`config.mk`:
```
export PLATFORM = sky130hd
export DESIGN_NAME = dt_peak_scan
export DESIGN_NICKNAME = d
export VERILOG_FILES = /design/src/rtl/dt_peak_scan.sv
export SDC_FILE = /design/constraint.sdc
export NUM_CORES = 1
export LEC_CHECK = 0
export CAP_MARGIN = 10
export CORE_AREA = 10 10 92 94
export CTS_CLUSTER_SIZE = 20
export DETAILED_ROUTE_END_ITERATION = 8
export DIE_AREA = 0 0 102 104
export PLACE_DENSITY = 0.76
export SETUP_SLACK_MARGIN = 0.02
export SYNTH_ARGS = -nofsm -noshare
export SYNTH_HDL_FRONTEND = slang
export SYNTH_SLANG_ARGS = --single-unit
```
`constraint.sdc`:
```
create_clock -name clk -period 5.7 [get_ports clk]
set_input_delay 1.14 -clock clk [delete_from_list [all_inputs] [get_ports clk]]
set_output_delay 1.14 -clock clk [all_outputs]
set_load 0.05 [all_outputs]
```
`src/rtl/dt_peak_scan.sv`:
```
// -----------------------------------------------------------------------------
// dt_peak_scan
//
// Post-processing stage for the distance-transform engine. After the engine
// finishes, a start pulse makes this block walk the result memory in raster
// order ({y,x} address, x fastest). It reports:
//   - the largest distance value,
//   - the (x,y) of its first raster occurrence,
//   - the number of nonzero (foreground) pixels.
// The block shares the result-memory port with the DT engine. The engine is
// idle whenever busy is high.
//
// Optional feature (compile-time macro DT_PEAK_CLEAR_EN):
//   Each pixel takes two cycles: a read cycle, then a write of 0 to the same
//   address. The memory is left all zero for the next frame. Without the
//   macro, res_wr is tied low and each pixel takes one read cycle.
//
// Ports:
//   clk       in   rising-edge clock
//   reset     in   asynchronous, active-low reset
//   start     in   single-cycle scan request (ignored while busy)
//   busy      out  scan in progress
//   done      out  results valid; held until the next accepted start
//   res_rd    out  result-memory read enable
//   res_wr    out  result-memory write enable (clear feature only)
//   res_addr  out  result-memory address {y,x}
//   res_do    out  result-memory write data (always 0)
//   res_di    in   result-memory read data (combinational)
//   max_val   out  maximum distance value
//   max_x     out  x of first maximum
//   max_y     out  y of first maximum
//   fg_cnt    out  count of nonzero pixels (0 .. 2**(W_LOG2+H_LOG2))
// -----------------------------------------------------------------------------
module dt_peak_scan #(
    parameter int W_LOG2 = 7,
    parameter int H_LOG2 = 7,
    parameter int DW     = 8
) (
    input  logic                     clk,
    input  logic                     reset,
    input  logic                     start,
    output logic                     busy,
    output logic                     done,
    output logic                     res_rd,
    output logic                     res_wr,
    output logic [W_LOG2+H_LOG2-1:0] res_addr,
    output logic [DW-1:0]            res_do,
    input  logic [DW-1:0]            res_di,
    output logic [DW-1:0]            max_val,
    output logic [W_LOG2-1:0]        max_x,
    output logic [H_LOG2-1:0]        max_y,
    output logic [W_LOG2+H_LOG2:0]   fg_cnt
);

    localparam int AW = W_LOG2 + H_LOG2;

    typedef enum logic [1:0] {
        IDLE  = 2'd0,
        SCAN  = 2'd1,
        WRITE = 2'd2,
        DONE  = 2'd3
    } state_t;

    state_t           state_q;
    logic             busy_q;
    logic             done_q;
    logic             rd_q;
    logic [AW-1:0]    addr_q;
    logic [DW-1:0]    max_q;
    logic [W_LOG2-1:0] mx_q;
    logic [H_LOG2-1:0] my_q;
    logic [AW:0]      cnt_q;
`ifdef DT_PEAK_CLEAR_EN
    logic             wr_q;
`endif

    // Statistics candidates for the pixel sampled this cycle.
    logic             last_px;
    logic             is_fg;
    logic             new_max;
    logic [AW:0]      cnt_d;
    logic [DW-1:0]    max_d;
    logic [W_LOG2-1:0] mx_d;
    logic [H_LOG2-1:0] my_d;

    always_comb begin
        last_px = &addr_q;
        is_fg   = (res_di != '0);
        // Strict compare: a tie keeps the earlier raster position.
        new_max = (res_di > max_q);
        cnt_d   = cnt_q + {{AW{1'b0}}, is_fg};
        max_d   = new_max ? res_di : max_q;
        mx_d    = new_max ? addr_q[W_LOG2-1:0] : mx_q;
        my_d    = new_max ? addr_q[AW-1:W_LOG2] : my_q;
    end

    always_ff @(posedge clk or negedge reset) begin
        if (!reset) begin
            state_q <= IDLE;
            busy_q  <= 1'b0;
            done_q  <= 1'b0;
            rd_q    <= 1'b0;
            addr_q  <= '0;
            max_q   <= '0;
            mx_q    <= '0;
            my_q    <= '0;
            cnt_q   <= '0;
`ifdef DT_PEAK_CLEAR_EN
            wr_q    <= 1'b0;
`endif
        end else begin
            case (state_q)
                IDLE, DONE: begin
                    if (start) begin
                        state_q <= SCAN;
                        busy_q  <= 1'b1;
                        done_q  <= 1'b0;
                        rd_q    <= 1'b1;
                        addr_q  <= '0;
                        max_q   <= '0;
                        mx_q    <= '0;
                        my_q    <= '0;
                        cnt_q   <= '0;
                    end
                end
                SCAN: begin
                    cnt_q <= cnt_d;
                    max_q <= max_d;
                    mx_q  <= mx_d;
                    my_q  <= my_d;
`ifdef DT_PEAK_CLEAR_EN
                    // Follow every read with a clearing write to the same address.
                    rd_q    <= 1'b0;
                    wr_q    <= 1'b1;
                    state_q <= WRITE;
`else
                    if (!last_px) begin
                        addr_q <= addr_q + 1'b1;
                    end else begin
                        // Final pixel: results and done land on the same edge.
                        rd_q    <= 1'b0;
                        busy_q  <= 1'b0;
                        done_q  <= 1'b1;
                        state_q <= DONE;
                    end
`endif
                end
`ifdef DT_PEAK_CLEAR_EN
                WRITE: begin
                    wr_q <= 1'b0;
                    if (!last_px) begin
                        addr_q  <= addr_q + 1'b1;
                        rd_q    <= 1'b1;
                        state_q <= SCAN;
                    end else begin
                        busy_q  <= 1'b0;
                        done_q  <= 1'b1;
                        state_q <= DONE;
                    end
                end
`endif
                default: state_q <= IDLE;
            endcase
        end
    end

    assign busy     = busy_q;
    assign done     = done_q;
    assign res_rd   = rd_q;
    assign res_addr = addr_q;
    assign res_do   = '0;
    assign max_val  = max_q;
    assign max_x    = mx_q;
    assign max_y    = my_q;
    assign fg_cnt   = cnt_q;
`ifdef DT_PEAK_CLEAR_EN
    assign res_wr   = wr_q;
`else
    assign res_wr   = 1'b0;
`endif

endmodule

```
==> results.txt, run 1 <==
Post-Layout Cell Count: 472
max_slew headroom: 0.266
DP HPWL: 5670 um
CP Launch Point: start
Pre-Repair DR Iteration Count: 4
initial core utilization: 0.467
worst hold path type: reg -> reg
layout cell share with drive strength beyond 1: 0.0434
IO Pins: 74
largest net degree at the start of global routing: 56
synthesized netlist cell count: 334
met3 global-route usage: 0.0246
CTS tree: done
main flop type after synthesis: dfrtp_1
Seq/Total Area, Yosys: 0.441
grt total ovfl: 0
met2 usage: 0.243
Max Root-Sink Buffers: 2
Avg Inst Size Synth: 9.35 um^2
Via Count: 2,643
postcts setup bufs: 0
total routing usage reported by global routing: 0.140
area of the multi-input gates: 1570 um^2
clk slew on worst S/H paths: 0.09 ns
Setup violations, final: 0
Worst-Margin Slew: 1.10 ns
yosys warns: 0
top cell type's share of synthesized area: 0.441
Critical Path AT: 3.54 ns
Die H: 104 um
fin nets: 415
async set-or-reset flop fraction in the synthesized netlist: 1.00
final hold violations: 0
CP Cell Sequence: clkdlybuf4s50_1 > mux2_2 > o31a_1 > o211a_1 > mux2i_1
final wirelength: 7620 um
CP required: 5.91 ns
status: finished clean
post-synthesis register bit count: 55
Placed Cells: 464
die area: 10,600 um^2
GR Util met1: 0.169
root buf cell: clkbuf_8
filler cell count: 579
clock sinks: 55
vias per std cell: 5.60
CP Class: in -> reg
area growth from synthesis to layout: 23.5%
final worst path period share: 0.584
Power per Cell Area: 501 nW/um^2
hold path start: done
max-slew violation count: 0
DR DRC count: 0
Synth area leader: dfrtp_1
RSZ-0062 raised after global routing: no
post_cts resized: 0
CP endpoint kind: flip-flop
critical path startpoint category: primary input
vias in the first global route: 2,532
CTS Hold Bufs: 0
Tmin final: 3.33 ns
Pleak: 0.00167 uW
H-Tree Depth: 2
first-pass GRT wire length: 12,300 um
Cell variety after synth: 48
die width: 102 um
# rows: 30
post-layout util: 0.577
worst-skew pair later-pin latency: 0.30 ns
antenna violations before repair: 0
gr busiest metal: met2
Sequential cell area: 1380 um^2
crit path max fanout: 22
maximum vdd drop: 0.333 mV
slowest CP cell: o211a_1
Worst path max stage delay: 0.88 ns
cts bufs inserted: 5
number of synthesized flops with an enable pin: 0
Mapped Area: 3120 um^2
Core Region: 6680 um^2
maxcap violations: 0
reg-to-reg startpoint: state_q[1]
mean routed wirelength per cell: 16.1 um
RePlAce Congestion: 0.794
Iter 0 DRT Violations: 166
clock skew: 0.00391 ns
setup TNS: 0 ns
I/O Buffers: 64
Area contributors post-synth: dfrtp_1 44%, mux2i_1 8.3%, nand2_1 7.3%, ha_1 5.2%, buf_4 2.6%
ant diodes: 0
maximum clock rate: 0.300 GHz
ANT nets after route: 0
-- Yosys cell counts, types with 7 or more instances --
cell type,number
nand2_1,61
dfrtp_1,55
mux2i_1,26
inv_1,18
a21oi_1,16
ha_1,13
nor2_1,13
buf_4,11
o21ai_0,11
nand3_1,10
nand4_1,10
clkbuf_1,9
nor3_1,7
or4_1,7
-- where the power goes --
part	internal (uW)	switching (uW)
clock network	86.7	121
registers	502	134
logic	393	695
total	982	950
-- worst paths after layout --
check / slack [ns] / depth (start not counted) / end
hold reg to reg: 0.51 / 1 / done
setup reg to reg: 2.99 / 6 / max_y[0]
max in group asynchronous: 4.27 / 2 / fg_cnt[0]
min in group asynchronous: 0.95 / 2 / res_rd
setup / recovery: 2.37 / 5 / max_y[0]
hold / removal: 0.51 / 1 / done
-- worst max-delay path: cells and delay by family --
family,cells,cell delay [ns]
buffers and inverters,1,0.69
AOI/OAI and AO/OA,2,1.05
muxes,2,0.66
-- sequential cells by signal, summed over array words and instances, names as in the netlist --
signal	count
max_val	8
done	1
res_rd	1
max_x	7
fg_cnt	15
state_q	2
max_y	7
res_addr	14
-- cell usage in the layout, fill, tap and decap left out, types with 5 or more instances in the layout --
master,synthesis,routed
dfrtp_1,55,55
ha_1,13,13
mux2i_1,26,26
inv_1,18,18
or4_1,7,7
xnor2_1,5,5
a21oi_1,16,16
clkbuf_8,0,5
nor3_1,7,7
conb_1,1,9
o21ai_0,11,11
o31ai_1,5,5
nand3_1,10,10
or3_1,5,5
clkdlybuf4s50_1,0,63
nor2_1,13,13
nand2_1,61,61
nand4_1,10,10
-- cell type report --
type / count / area share
Multi-Input combinational cell: 244 / 0.408
Sequential cell: 55 / 0.357
Timing Repair Buffer: 67 / 0.171
Tap cell: 80 / 0.0260
Clock buffer: 7 / 0.0198
Inverter: 18 / 0.0175
Clock inverter: 1 / 0.00130
-- stage by stage --
step	total power [uW]	setup WS, ns	instance area [um^2]	hold slack [ns]
6_report	1930	2.37	3860	0.509
2_1_floorplan	1400	2.92	3150	0.522
3_5_place_dp	1740	2.06	3770	0.490
3_3_place_gp	1710	2.12	3770	0.487
4_1_cts	1950	2.37	3860	0.512
5_1_grt	2050	2.22	3860	0.524
-- metal layers --
metal	wire [um]	share of wire
met5	0	0
met4	94	0.012
met3	468	0.061
met2	3820	0.50
met1	3230	0.42
-- kinds of logic after synthesis --
| family | share of synthesized area |
|---|---|
| muxes | 0.0914 |
| xor gates and xnor gates | 0.0224 |
| adders and majority gates | 0.0521 |
| AOI/OAI and AO/OA | 0.115 |
| other | 0.00120 |
| DFF | 0.441 |
| and+or+nand+nor | 0.211 |
| buffers and inverters | 0.0665 |
Note: power is estimated with default switching activity, not from simulation.
==> run 2, diff against run 1 <==
CORE_AREA = 10 10 95 97   (was 10 10 92 94)
DIE_AREA = 0 0 105 107   (was 0 0 102 104)
PLACE_DENSITY = 0.74   (was 0.76)
clock period = 2.7 ns   (was 5.7 ns; I/O delays follow)
==> run 2 against run 1 <==
  * Worst setup slack got worse by 2.1 ns
  * Largest power group unchanged
  * Global-route usage is 0.24 points higher
  * Die area rose by 5.9%
  * Via count is 3.6% higher
  * Non-clock buffer count rose by 24
  * Highest routed layer unchanged
  * Count of clock-buffer cells in the layout shrank 1
  * Hold slack worse by 0.16 ns
  * Final cell count grew 9.1%
  * Core utilization increased by 0.069 points
==> results.txt, run 2 (synthesized netlist as in run 1, its figures left out) <==
crit path max fanout: 5 (-77%)
Iter 0 DRT Violations: 165 (-0.60%)
RePlAce Congestion: 0.802 (+0.93%)
maxcap violations: 0 (unchanged)
root buf cell: clkbuf_8
mean routed wirelength per cell: 15.7 um (-2.8%)
cts bufs inserted: 5 (unchanged)
Pleak: 0.00182 uW (+8.4%)
final hold violations: 0 (unchanged)
Die H: 107 um (+2.9%)
antenna violations before repair: 0 (unchanged)
final worst path period share: 0.902
CTS tree: done
Worst path top cell family by delay: simple AND/OR/NAND/NOR gates
Critical Path AT: 2.68 ns (-0.86 ns)
Setup violations, final: 0 (unchanged)
maximum vdd drop: 0.634 mV (+90%)
flop2flop setup slack: 0.40 ns (-2.59 ns)
ant diodes: 0 (unchanged)
maximum clock rate: 0.411 GHz
RSZ-0062 raised after global routing: no
Power per Cell Area: 1070 nW/um^2 (+110%)
max-slew violation count: 0 (unchanged)
clk slew on worst S/H paths: 0.10 ns (about the same)
total routing usage reported by global routing: 0.142 (+0.00237)
largest net degree at the start of global routing: 56 (unchanged)
I/O Buffers: 64 (unchanged)
DP HPWL: 6060 um (+6.8%)
initial core utilization: 0.437 (-0.0298)
area of the multi-input gates: 1570 um^2 (unchanged)
filler cell count: 655 (+13%)
final wirelength: 8080 um (+6.0%)
post_cts resized: 0 (unchanged)
first-pass GRT wire length: 13,400 um (+9.0%)
clock skew: 0.00990 ns (+0.00598 ns)
grt total ovfl: 0 (unchanged)
commonest cells after routing, fill and taps aside: 63 x clkdlybuf4s50_1, 61 x nand2_1, 55 x dfrtp_1
die area: 11,200 um^2 (+5.9%)
postcts setup bufs: 0 (unchanged)
CP endpoint kind: flip-flop
fin nets: 439 (+5.8%)
CP required: 2.95 ns (-2.96 ns)
DR DRC count: 0 (unchanged)
CTS Hold Bufs: 0 (unchanged)
Buf+Inv Stages, Crit Path: 1 (unchanged)
CP Cell Sequence: clkdlybuf4s50_1 > nor4_1 > nand2_1 > ha_1 > ha_1 > nand2_1 > or3_1 > or4b_1 > a21oi_1
max reg flops: 15 (unchanged)
Worst path max stage delay: 0.54 ns (-0.34 ns)
fin area: 4120 um^2 (+6.9%)
Max Root-Sink Buffers: 2 (unchanged)
Worst-Margin Slew: 0.696 ns (-0.405 ns)
commonest non-fill, non-tap cell in the layout: clkdlybuf4s50_1
dpl cell area: 3990 um^2 (+5.7%)
max_slew headroom: 0.536 (+0.270)
CP Class: in -> reg
worst hold path type: in -> async
status: finished clean
Tot Pwr: 4430 uW (+130%)
H-Tree Depth: 2 (unchanged)
vias in the first global route: 2,734 (+8.0%)
Pre-Repair DR Iteration Count: 4 (unchanged)
critical path startpoint category: primary input
layout cell share with drive strength beyond 1: 0.101 (+0.0576)
# rows: 31 (+3.3%)
slowest CP cell: or4b_1
IO Pins: 74 (unchanged)
die width: 105 um (+2.9%)
Sequential cell area: 1380 um^2 (unchanged)
Core Region: 7140 um^2 (+6.8%)
clock sinks: 55 (unchanged)
path depth of the worst reg2reg path: 6 (unchanged)
Via Count: 2,738 (+3.6%)
area growth from synthesis to layout: 32.1%
vias per std cell: 5.32 (-5.1%)
worst-skew pair later-pin latency: 0.31 ns (about the same)
WHS: 0.353 ns (-0.156 ns)
reg-to-reg startpoint: state_q[0]
Tmin final: 2.44 ns
R2R Path End: fg_cnt[10]
ANT nets after route: 0 (unchanged)
## run 2: worst reg2reg max path, delay by kind of cell, from the launching register on
kind                     cells  cell delay (ns)
AO/OA/AOI/OAI                1             0.15
flip-flops                   1             0.37
buffers and inverters        1             0.06
adder cells (fa/ha/maj)      1             0.43
multiplexers                 1             0.25
AND/OR/NAND/NOR              2             0.99
## run 2: per-layer routing
metal / routed length, um / global-route usage / up-vias
li1: - / - / 1333
met3: 555 / 0.0419 / 11
met4: 127 / 0.0588 / 0
met1: 3440 / 0.169 / 1315
met2: 3950 / 0.235 / 79
met5: 0 / 0 / -
## run 2: stage by stage
step                      setup WS (ns)  setup TNS (ns)  utilization  cells
after floorplan                   0.409               0            -    342
after global placement          -0.0247         -0.0660        0.559    507
after detailed placement        -0.0926          -0.255        0.559    507
after CTS                         0.256               0        0.578    515
after global routing              0.117               0        0.578    515
final                             0.265               0        0.578    515
## run 2: area by class of cell
| cell class | count | share of cell area |
|---|---|---|
| Inverter | 18 | 0.0164 |
| Clock inverter | 2 | 0.0146 |
| Timing Repair Buffer | 91 | 0.206 |
| Clock buffer | 6 | 0.0176 |
| Sequential cell | 55 | 0.334 |
| Tap cell | 99 | 0.0300 |
| Multi-Input combinational cell | 244 | 0.381 |
## run 2: how the worst max path moves through the flow
| stage | startpoint | endpoint | slack [ns] | cells past startpoint |
|---|---|---|---|---|
| after floorplan | fg_cnt[0] | fg_cnt[14] | 0.41 | 7 |
| after global routing | res_di[5] | fg_cnt[10] | 0.12 | 9 |
| after global placement | res_di[2] | fg_cnt[14] | -0.02 | 9 |
| after detailed placement | res_di[2] | fg_cnt[10] | -0.09 | 9 |
| after CTS | res_di[5] | fg_cnt[10] | 0.26 | 9 |
| final | res_di[5] | fg_cnt[10] | 0.26 | 9 |
## run 2: power breakdown
group,internal [uW],switching [uW]
logic,924,1530
registers,1060,271
clock network,371,276
==> run 3, diff against run 2 <==
--- a/config.mk
+++ b/config.mk
@@ -8,6 +8,6 @@
 export CAP_MARGIN = 10
-export CORE_AREA = 10 10 95 97
+export CORE_AREA = 10 10 88 105
 export CTS_CLUSTER_SIZE = 20
 export DETAILED_ROUTE_END_ITERATION = 8
-export DIE_AREA = 0 0 105 107
+export DIE_AREA = 0 0 98 115
 export PLACE_DENSITY = 0.74
@@ -17 +17,2 @@
 export SYNTH_SLANG_ARGS = --single-unit
+export TNS_END_PERCENT = 30
--- a/constraint.sdc
+++ b/constraint.sdc
@@ -3,2 +3,2 @@
 set_output_delay 0.54 -clock clk [all_outputs]
-set_load 0.05 [all_outputs]
+set_load 0.1 [all_outputs]
==> run 3 against run 2 <==
  * Critical path depth did not move
  * Maximum frequency fell by 1.3%
  * Critical path type unchanged
  * Die area rose by 0.31%
  * Non-clock buffer count fell by 3
  * Critical endpoint unchanged
  * Via count fell by 1.9%
  * Global-route usage fell by 0.27 points
==> results.txt, run 3 (synthesized netlist as in run 1, its figures left out) <==
Psw: 2950 uW (+42%)
worst-skew pair later-pin latency: 0.31 ns (about the same)
RSZ-0062 raised after global routing: no
post-layout util: 0.551 (-0.0265)
Die H: 115 um (+7.5%)
Max Root-Sink Buffers: 2 (unchanged)
Reg power frac: 0.256 (-0.044)
IO Pins: 74 (unchanged)
Pleak: 0.00188 uW (+3.6%)
max reg flops: 15 (unchanged)
root buf cell: clkbuf_8
RePlAce Congestion: 0.837 (+4.4%)
ANT nets after route: 0 (unchanged)
Via Count: 2,686 (-1.9%)
H-Tree Depth: 2 (unchanged)
CP required: 2.94 ns (about the same)
maximum vdd drop: 1.00 mV (+58%)
first-pass GRT wire length: 13,300 um (-0.77%)
CP Class: in -> reg
flop2flop setup slack: 0.42 ns (+0.02 ns)
worst hold path type: in -> async
WHS: 0.295 ns (-0.0580 ns)
maxcap violations: 0 (unchanged)
area growth from synthesis to layout: 27.0%
Setup violations, final: 0 (unchanged)
final wirelength: 7860 um (-2.6%)
setup ws final: 0.233 ns (-0.0315 ns)
routed wl met3: 510 um (-8.1%)
M1 WL: 3340 um (-2.9%)
P_int: 2260 uW (-4.2%)
layout cell share with drive strength beyond 1: 0.230 (+0.129)
die area: 11,300 um^2 (+0.31%)
vias per std cell: 5.34 (+0.44%)
Critical Path AT: 2.71 ns (+0.03 ns)
die width: 98 um (-6.7%)
mean routed wirelength per cell: 15.6 um (-0.29%)
cts bufs inserted: 5 (unchanged)
met2 routed wirelength: 3890 um (-1.4%)
max_slew headroom: 0.490 (-0.0466)
final hold violations: 0 (unchanged)
DR DRC count: 0 (unchanged)
maximum clock rate: 0.405 GHz (-1.3%)
initial core utilization: 0.434 (-0.00320)
Tmin final: 2.47 ns (+0.0315 ns)
Power per Cell Area: 1310 nW/um^2 (+22%)
pre-CTS setup slack: -0.142 ns (-0.0496 ns)
DP HPWL: 5910 um (-2.5%)
clock skew: 0.00506 ns (-0.00484 ns)
largest net degree at the start of global routing: 34 (-39%)
filler cell count: 652 (-0.46%)
ant diodes: 0 (unchanged)
total routing usage reported by global routing: 0.139 (-0.00274)
commonest cells after routing, fill and taps aside: 77 x buf_4, 61 x nand2_1, 55 x dfrtp_1
R2R Path End: max_val[2]
commonest non-fill, non-tap cell in the layout: buf_4
Core Region: 7190 um^2 (+0.74%)
clock sinks: 55 (unchanged)
I/O Buffers: 64 (unchanged)
switching power share of the total: 0.567 (+0.0982)
power share of the combinational group: 0.621 (+0.067)
status: finished clean
CTS tree: done
Iter 0 DRT Violations: 180 (+9.1%)
reg-to-reg startpoint: state_q[0]
antenna violations before repair: 0 (unchanged)
final worst path period share: 0.914 (+0.0117)
grt total ovfl: 0 (unchanged)
clk slew on worst S/H paths: 0.10 ns (about the same)
Clock Power Share: 0.123 (-0.023)
CP endpoint kind: flip-flop
crit path max fanout: 8 (+3)
uppermost layer routed: met4
# rows: 34 (+9.7%)
vias in the first global route: 2,752 (+0.66%)
Pre-Repair DR Iteration Count: 4 (unchanged)
critical path startpoint category: primary input
path depth of the worst reg2reg path: 7 (+1)
max-slew violation count: 0 (unchanged)
fin nets: 436 (-0.68%)
Worst-Margin Slew: 0.766 ns (+0.0699 ns)
## run 3: worst max-delay path, stage by stage
cell	delay, ns
clkdlybuf4s50_1	0.51
nor4_1	0.08
nand2_1	0.11
ha_1	0.19
ha_1	0.17
nand2_1	0.08
or3_4	0.38
or4b_1	0.50
a21oi_1	0.16
## run 3: power by group through the flow
stage	Combinational, uW	Sequential (uW)	Clock (uW)
2_1_floorplan	910	2930	0
3_3_place_gp	3200	1340	0
3_5_place_dp	3240	1350	0
4_1_cts	3260	1330	660
5_1_grt	3430	1380	689
6_report	3230	1330	642
## run 3: area by class of cell
class	instances	area (um^2)	area share
Clock buffer	5	68.8	0.0174
Clock inverter	3	67.6	0.0170
Inverter	18	67.6	0.0170
Multi-Input combinational cell	244	1580	0.398
Sequential cell	55	1380	0.347
Tap cell	90	113	0.0284
Timing Repair Buffer	88	693	0.175
## run 3: worst max path at each step
stage,from,to,slack (ns),cells after the start
finish,res_di[2],fg_cnt[10],0.23,9
global route,res_di[2],fg_cnt[14],0.09,9
CTS,res_di[2],fg_cnt[14],0.18,9
detailed placement,res_di[2],fg_cnt[14],-0.14,9
global placement,res_di[2],fg_cnt[8],-0.11,9
floorplan,fg_cnt[0],fg_cnt[8],0.05,7
## run 3: metal layers
| metal | vias up | GRT usage |
|---|---|---|
| met5 | - | 0 |
| li1 | 1331 | - |
| met1 | 1291 | 0.160 |
| met2 | 55 | 0.243 |
| met4 | 0 | 0.0456 |
| met3 | 9 | 0.0414 |
## run 3: stage by stage
step | TNS (ns) | cell area [um^2] | instances | power, uW
final | 0 | 3960 | 503 | 5210
after global routing | 0 | 3960 | 503 | 5500
after CTS | 0 | 3960 | 503 | 5250
after detailed placement | -0.454 | 3820 | 495 | 4590
after global placement | -0.323 | 3820 | 495 | 4540
after floorplan | 0 | 3150 | 342 | 3840
## run 3: what timing repair did
item / in CTS / in global routing
endpoints found under the setup margin: 0 / 1
gates resized for setup: 0 / 1
hold buffers: 0 / 0
buffers inserted: 0 / 0
